<file path="config.mk">
export PLATFORM = sky130hd
export DESIGN_NAME = fifo_rd_ctrl
export DESIGN_NICKNAME = d
export VERILOG_FILES = /design/src/rtl/fifo_rd_ctrl.sv
export SDC_FILE = /design/constraint.sdc
export NUM_CORES = 1
export LEC_CHECK = 0
export ABC_AREA = 1
export CAP_MARGIN = 20
export CELL_PAD_IN_SITES_DETAIL_PLACEMENT = 2
export CELL_PAD_IN_SITES_GLOBAL_PLACEMENT = 2
export CORE_MARGIN = 4
export CORE_UTILIZATION = 25
export CTS_CLUSTER_DIAMETER = 120
export DETAILED_ROUTE_END_ITERATION = 16
export PLACE_DENSITY = 0.71
export RECOVER_POWER = 50
export SLEW_MARGIN = 20
export SYNTH_ARGS = -nofsm -noshare
export SYNTH_HDL_FRONTEND = slang
export SYNTH_SLANG_ARGS = --single-unit
</file>
<file path="constraint.sdc">
create_clock -name clk -period 2.7 [get_ports clk]
set_clock_uncertainty 0.05 [all_clocks]
set_input_delay 0.675 -clock clk [delete_from_list [all_inputs] [get_ports clk]]
set_output_delay 0.675 -clock clk [all_outputs]
set_load 0.01 [all_outputs]
</file>
<file path="src/rtl/fifo_rd_ctrl.sv">
// Read-side FIFO drain controller: issues fifo_rd pops and hides the 1-cycle memory latency behind a 2-entry output buffer.
// Optional macro FIFO_RD_CNT_EN adds a 16-bit wrapping pop counter on port rd_count.
module fifo_rd_ctrl #(
  parameter int WORD_SIZE    = 6,
  parameter bit LOW_WM_STALL = 1'b0
) (
  input  logic                 clk,
  input  logic                 reset,
  input  logic                 rd_enable,
  input  logic                 flush,
  input  logic                 fifo_empty,
  input  logic                 fifo_almost_empty,
  input  logic [WORD_SIZE-1:0] fifo_data_out,
  output logic                 fifo_rd,
  output logic [WORD_SIZE-1:0] out_data,
  output logic                 out_valid,
  input  logic                 out_ready,
  output logic                 busy
`ifdef FIFO_RD_CNT_EN
  ,
  output logic [15:0]          rd_count
`endif
);

  typedef enum logic [1:0] {IDLE, RUN, DRAIN} state_t;

  state_t               state_q;
  logic [1:0]           occ_q, occ_d;
  logic                 inflight_q;
  logic                 head_q, head_d;
  logic [WORD_SIZE-1:0] buf_q [2];
  logic                 pop;
  logic                 stall;
  logic                 tail;
  logic [2:0]           pending;

  assign out_valid = (occ_q != 2'd0);
  assign out_data  = buf_q[head_q];
  assign busy      = (state_q != IDLE);
  assign pop       = out_valid & out_ready;
  assign stall     = LOW_WM_STALL & fifo_almost_empty & ~flush;

  // Words that will sit in the buffer after this edge, before any new read.
  assign pending = {1'b0, occ_q} + {2'b00, inflight_q} - {2'b00, pop};
  assign fifo_rd = ~reset & (state_q == RUN) & ~fifo_empty & ~stall & (pending < 3'd2);

  // Tail slot for the arriving word; with occ==1 and a same-cycle pop this is also the new head.
  assign tail = head_q ^ (occ_q == 2'd1);

  always_comb begin
    occ_d  = occ_q + {1'b0, inflight_q} - {1'b0, pop};
    head_d = head_q ^ pop;
  end

  always_ff @(posedge clk or posedge reset) begin
    if (reset) begin
      state_q    <= IDLE;
      occ_q      <= 2'd0;
      inflight_q <= 1'b0;
      head_q     <= 1'b0;
      buf_q[0]   <= '0;
      buf_q[1]   <= '0;
    end else begin
      occ_q      <= occ_d;
      inflight_q <= fifo_rd;
      head_q     <= head_d;
      if (inflight_q) buf_q[tail] <= fifo_data_out;
      case (state_q)
        IDLE:    if (rd_enable | flush) state_q <= RUN;
        RUN:     if (~rd_enable & ~flush) state_q <= DRAIN;
        DRAIN: begin
          // No reads issue in DRAIN, so the next in-flight bit is always 0 here.
          if (rd_enable | flush)   state_q <= RUN;
          else if (occ_d == 2'd0)  state_q <= IDLE;
        end
        default: state_q <= IDLE;
      endcase
    end
  end

`ifdef FIFO_RD_CNT_EN
  logic [15:0] rd_count_q;

  always_ff @(posedge clk or posedge reset) begin
    if (reset)    rd_count_q <= 16'd0;
    else if (pop) rd_count_q <= rd_count_q + 16'd1;
  end

  assign rd_count = rd_count_q;
`endif

endmodule

</file>
### After elaboration in Yosys (flattened, before gate mapping)

Cells that the tools add are included.

| word-level totals | value |
|---|---|
| bits in registers | 18 |
| input bits | 13 |
| output and inout port bits | 9 |
| logic and storage cells | 51 |

| operators by class | value |
|---|---|
| add/sub/neg operators | 4 |
| order comparisons | 4 |
| eq/ne operators | 6 |
| multiplexer cells | 11 |
| bitwise logic cells | 14 |
| reductions and logical operators | 6 |

Operators by type and width:

| kind | count |
|---|---|
| 6-bit 2-to-1 mux | 4 |
| 12-bit bitwise mux | 1 |
| 2-bit 2-to-1 mux | 4 |
| 6-bit demux with 1-bit select | 1 |
| 2-bit case mux with 3 select lines | 1 |
| 1-bit AND | 5 |
| 2-bit by 1-bit equality test with 1-bit output, second input constant | 2 |
| 2-bit greater-or-equal comparator, second input constant | 2 |
| 2-bit zero test | 2 |
| 1-bit inverter | 4 |
| 1-bit inverter with 2-bit output | 2 |
| 2-bit nonzero test | 2 |
| 2-bit by 1-bit adder with 3-bit output | 1 |
| 3-bit by 2-bit less-than comparator with 1-bit output, second input constant | 1 |
| 3-bit != test, second input constant | 1 |
| 3-bit AND reduction | 1 |
| 3-bit by 1-bit subtractor with 3-bit output | 1 |
| 2-bit by 1-bit adder with 2-bit output | 1 |
| 2-bit equality test, second input constant | 1 |
| 2-bit by 1-bit less-than comparator with 1-bit output, second input constant | 1 |
| 2-bit by 1-bit != test with 1-bit output, second input constant | 1 |
| 2-bit != test, second input constant | 1 |
| 2-bit by 1-bit subtractor with 2-bit output | 1 |
| 1-bit bitwise XOR | 2 |
| other kinds (2) | 2 |

### Longest topological paths before layout

| logic depth | value |
|---|---|
| word-level depth | 8 |
| mapped depth | 10 |
| depth with buffers taken out | 10 |

### Least setup slack after synthesis

OpenSTA, ideal clock, no wires.

| timing path | value |
|---|---|
| path type | reg-to-output |
| start | register occ_q[0] |
| end | output fifo_rd |
| data arrival time | 2.148 ns |
| required time | 1.975 ns |
| path slack | -0.173 ns |
| cell stages (with the launch flop) | 11 |
| buffers on the path | 0 |
| cells stage by stage | dfrtp_1 or2_1 nand2_1 inv_1 ha_1 inv_1 ha_1 fa_1 nor3_1 nand2_1 nor2_1 |

| on the way | value |
|---|---|
| longest elaborated chain between the ends | 5 |
| elaborated cells on any way between the ends | 6 |
| those cells by class | add/sub: 2; order compare: 1; bitwise: 2; reduce/logical: 1 |

RTL lines:

| element | RTL line | source |
|---|---|---|
| start: declaration | 28 | `logic [1:0] occ_q, occ_d;` |
| start signal: assignment | 58 | `occ_q <= 2'd0;` |
| start signal: assignment | 64 | `occ_q <= occ_d;` |
| 2-bit nonzero test | 37 | `assign out_valid = (occ_q != 2'd0);` |
| named net out_valid | 16 | `output logic out_valid,` |
| 1-bit AND | 40 | `assign pop = out_valid & out_ready;` |
| 3-bit by 1-bit subtractor with 3-bit output | 44 | `assign pending = {1'b0, occ_q} + {2'b00, inflight_q} - {2'b00, pop};` |
| 3-bit by 2-bit less-than comparator with 1-bit output | 45 | `assign fifo_rd = ~reset & (state_q == RUN) & ~fifo_empty & ~stall & (pending < 3'd2);` |
| 1-bit AND | 45 |  |
| end: declaration | 14 | `output logic fifo_rd,` |

The timed path passes the listed nets, and every way through them passes these cells.

### Worst setup path after layout

| timing path | value |
|---|---|
| start | register occ_q[0] |
| end | output fifo_rd |

| on the way | value |
|---|---|
| longest elaborated chain between the ends | 5 |
| elaborated cells on any way between the ends | 6 |
| those cells by class | add/sub: 2; order compare: 1; bitwise: 2; reduce/logical: 1 |

RTL lines:

| element | RTL line |
|---|---|
| branches (longest 2 deep; another with 2-bit by 1-bit adder with 3-bit output) | - |
| 3-bit by 1-bit subtractor with 3-bit output (*) | 44 |
| 3-bit by 2-bit less-than comparator with 1-bit output (*) | 45 |
| 1-bit AND (*) | 45 |

Mark *: on every way between the ends.

==> results by group <==
Drt
  • 1st-iter DRT viols: 20
  • Final wirelength: approximately 2.8 mm
  • First-pass iteration count of the detailed router: 4
  • Vias: between 800 and 900
  • Drc violations: 0
  • Vias/cell: between 4 and 5
  • Routed wire per std cell: ~15 µm
  • Antenna viol nets, final: 0

Clocking
  • Clk_lat worst skew: between 0.2 and 0.3 ns
  • Clock Sinks: 18
  • Clk root buf: clkbuf_8
  • CTS Buf Count: 3
  • CTS clk-pin slew, worst paths: approximately 0.080 ns
  • Hold-fix buffers, CTS: 0
  • Maximum clock path buffer count: 2
  • CTS H-tree depth: 1
  • CTS tree: done

Synthesis
  • Mean Syn Cell Area: 8.75 µm²
  • Post-synthesis sequential area ratio: between 40% and 50%
  • YS warnings: 0
  • Number of synthesized flops with an enable pin: 0
  • Main synth FF type: dfrtp_1
  • Unique masters post-synth: 22
  • Post-synth ARST share: 100%
  • Cell taking the most area after synthesis: dfrtp_1
  • Synth Instances: 106
  • Mapped Area: a little over 900 µm²
  • Top cell type's share of synthesized area: between 40 and 50%
  • #FFs+latches synth: 18
  • Syn_nets: about 120
  • Largest cells by area after synthesis: dfrtp_1 (49%), nand2_1 (18%), nand2_8 (4.3%), nand4_1 (4.0%), nand3_1 (3.8%)

Setup path
  • R2R setup slack: about 0.30 ns
  • CP delay by family, top: adder cells
  • CP max stage cell: fa_1
  • Setup CP Type: flip-flop to output port
  • Bufs and invs on worst path: 3
  • FF-to-FF End: state_q[1]
  • Crit path arrival time: 2.40 ns
  • R2R cell count: 11
  • Req. time, crit path: 1.98 ns
  • Crit start category: flip-flop
  • Reg2reg start: occ_q[0]
  • CP endpoint kind: output port
  • Crit-path max cell delay: about 0.48 ns
  • Crit-path max FO: 2
  • Critical path cell sequence: or2_4, nand2_2, inv_2, ha_4, inv_2, ha_4, fa_1, nor3_2, nand2_1, nor2_2, buf_2

Timing
  • Slew at the pin closest to its max-slew limit: approximately 0.74 ns
  • Max-slew violation count: 0
  • Period utilization: 116%
  • Hold Vio Cnt, Final: 0
  • Maximum clock frequency: between 0.3 and 0.4 GHz
  • Fin crit period: approximately 3.1 ns
  • Setup violators final: 7
  • RSZ-0062 raised after global routing: yes
  • Final hold slack: roughly 0.42 ns
  • Final WS setup: -0.425 ns
  • Worst slew margin: approximately half

Power
  • LEAKAGE: between 0.6 and 0.7 nW
  • Peak VDD IR: roughly 0.42 mV
  • Total chip power: 0.00165 W
  • Power per cell area: 1240 nW/µm²

Placement
  • Worst slack, placed: -1.07 ns
  • Placed Instance Area: ~1200 µm²
  • Post-DP HPWL: around 2 mm
  • Global placement routability congestion: 0.787
  • Port-buffer cells: 20

Cells and area
  • Final Cell Area: about 1300 µm²
  • Fillers: roughly 400
  • Final nets: 155
  • Multi-input gate area: 467 µm²
  • Fin util: between 30% and 40%
  • Synth-to-layout area growth: 43.6%
  • Commonest non-fill, non-tap cells in the layout: nand2_1 (44), dfrtp_1 (18), clkdlybuf4s50_1 (17)
  • Antenna cells: 0
  • Layout cell share with drive strength beyond 1: between 20 and 25%
  • Sequential Area: approximately 450 µm²
  • Commonest non-fill, non-tap cell in the layout: nand2_1

Job
  • Maxcap violations: 0

Outcome
  • Status: finished with violations
  • Failing checks: negative setup slack

Worst hold path
  • Hold Path Depth: 2
  • Hold path startpoint: buf_q[9]
  • Worst Hold Path EP: buf_q[9]
  • HP Class: flip-flop to flip-flop

GRT
  • GR Overflow Total: 0
  • Grt met3 use: under 10%
  • Antenna violations before repair: 0
  • Largest net degree at the start of global routing: 19
  • Met2 Resource Use GR: a little over a quarter
  • Global-route wire length before repair: approximately 5.0 mm
  • GR peak layer: met2
  • Vias in the first global route: slightly below 1,000
  • M1 GR Usage: 17.1%
  • GRT Overall Usage: 14.4%

Floorplan
  • Core area: between 3000 and 4000 µm²
  • Starting Density: about a quarter
  • DIE AREA: roughly 4700 µm²
  • Die Span Y: about 70 µm
  • Std-Cell Rows: 21
  • I/O Pins: 22
  • Die W: 68.9 µm
[how the worst max path moves through the flow]
stage	startpoint	end	slack [ns]	cells past startpoint
after global placement	out_ready	fifo_rd	-1.02	11
after detailed placement	out_ready	fifo_rd	-1.07	11
after global routing	occ_q[0]	fifo_rd	-0.61	11
after floorplan	occ_q[0]	fifo_rd	-0.12	10
final	occ_q[0]	fifo_rd	-0.43	11
after CTS	occ_q[1]	fifo_rd	-0.48	11
[cell type report]
type | instances | area share (%)
multi-input combinational | 78 | 35.1
sequential | 18 | 33.8
timing repair buffer | 30 | 20.3
tap | 46 | 4.32
clock buffer | 4 | 4.14
inverter | 8 | 2.35
[where the power goes]
part | internal, W | switching (W)
clock | 0.000130 | 0.0000980
sequential | 0.000394 | 0.0000913
combinational | 0.000457 | 0.000484
[routing by layer]
layer	share of wire (%)	wire, µm
met1	42	1210
met2	54	1540
met3	2.8	79
met4	0.67	19
met5	0	0
[worst min-delay path, cell delays in order, from the launching register on]
cell and delay, ns:
dfrtp_1 0.35, nand2_1 0.05, nand2_1 0.04
[kinds of logic (layout without fill, tap and decap cells)]
| group | count (synthesis) | count (layout) | share of synthesized area (%) |
|---|---|---|---|
| buffers and inverters | 10 | 42 | 5.13 |
| DFF | 18 | 18 | 48.6 |
| adders and majority gates | 3 | 3 | 4.86 |
| xor gates and xnor gates | 1 | 1 | 0.945 |
| AOI/OAI and AO/OA | 3 | 3 | 1.62 |
| and+or+nand+nor | 71 | 71 | 38.9 |
[sequential cells by signal, indices dropped and copies added (netlist names)]
signal,count
buf_q,12
head_q,1
inflight_q,1
occ_q,2
state_q,2
[synth_stat cells (2+ instances only)]
master / number
a21oi_1: 2
buf_4: 2
dfrtp_1: 18
ha_1: 2
inv_1: 6
nand2_1: 45
nand2_8: 2
nand3_1: 7
nand4_1: 6
nor2_1: 3
nor3_1: 2
[per-stage QoR]
step	instances	setup TNS, ns
CTS	181	-0.480
global route	184	-2.50
floorplan	106	-0.118
detailed placement	176	-1.16
global placement	176	-1.08
finish	184	-1.26
[what timing repair did]
| item | in CTS | in global routing |
|---|---|---|
| setup endpoints to repair | 1 | 1 |
| resized for setup | 13 | 0 |
| setup buffers | 1 | 3 |
| pin swaps | 7 | 6 |
Power figures use the tool's default switching activity.
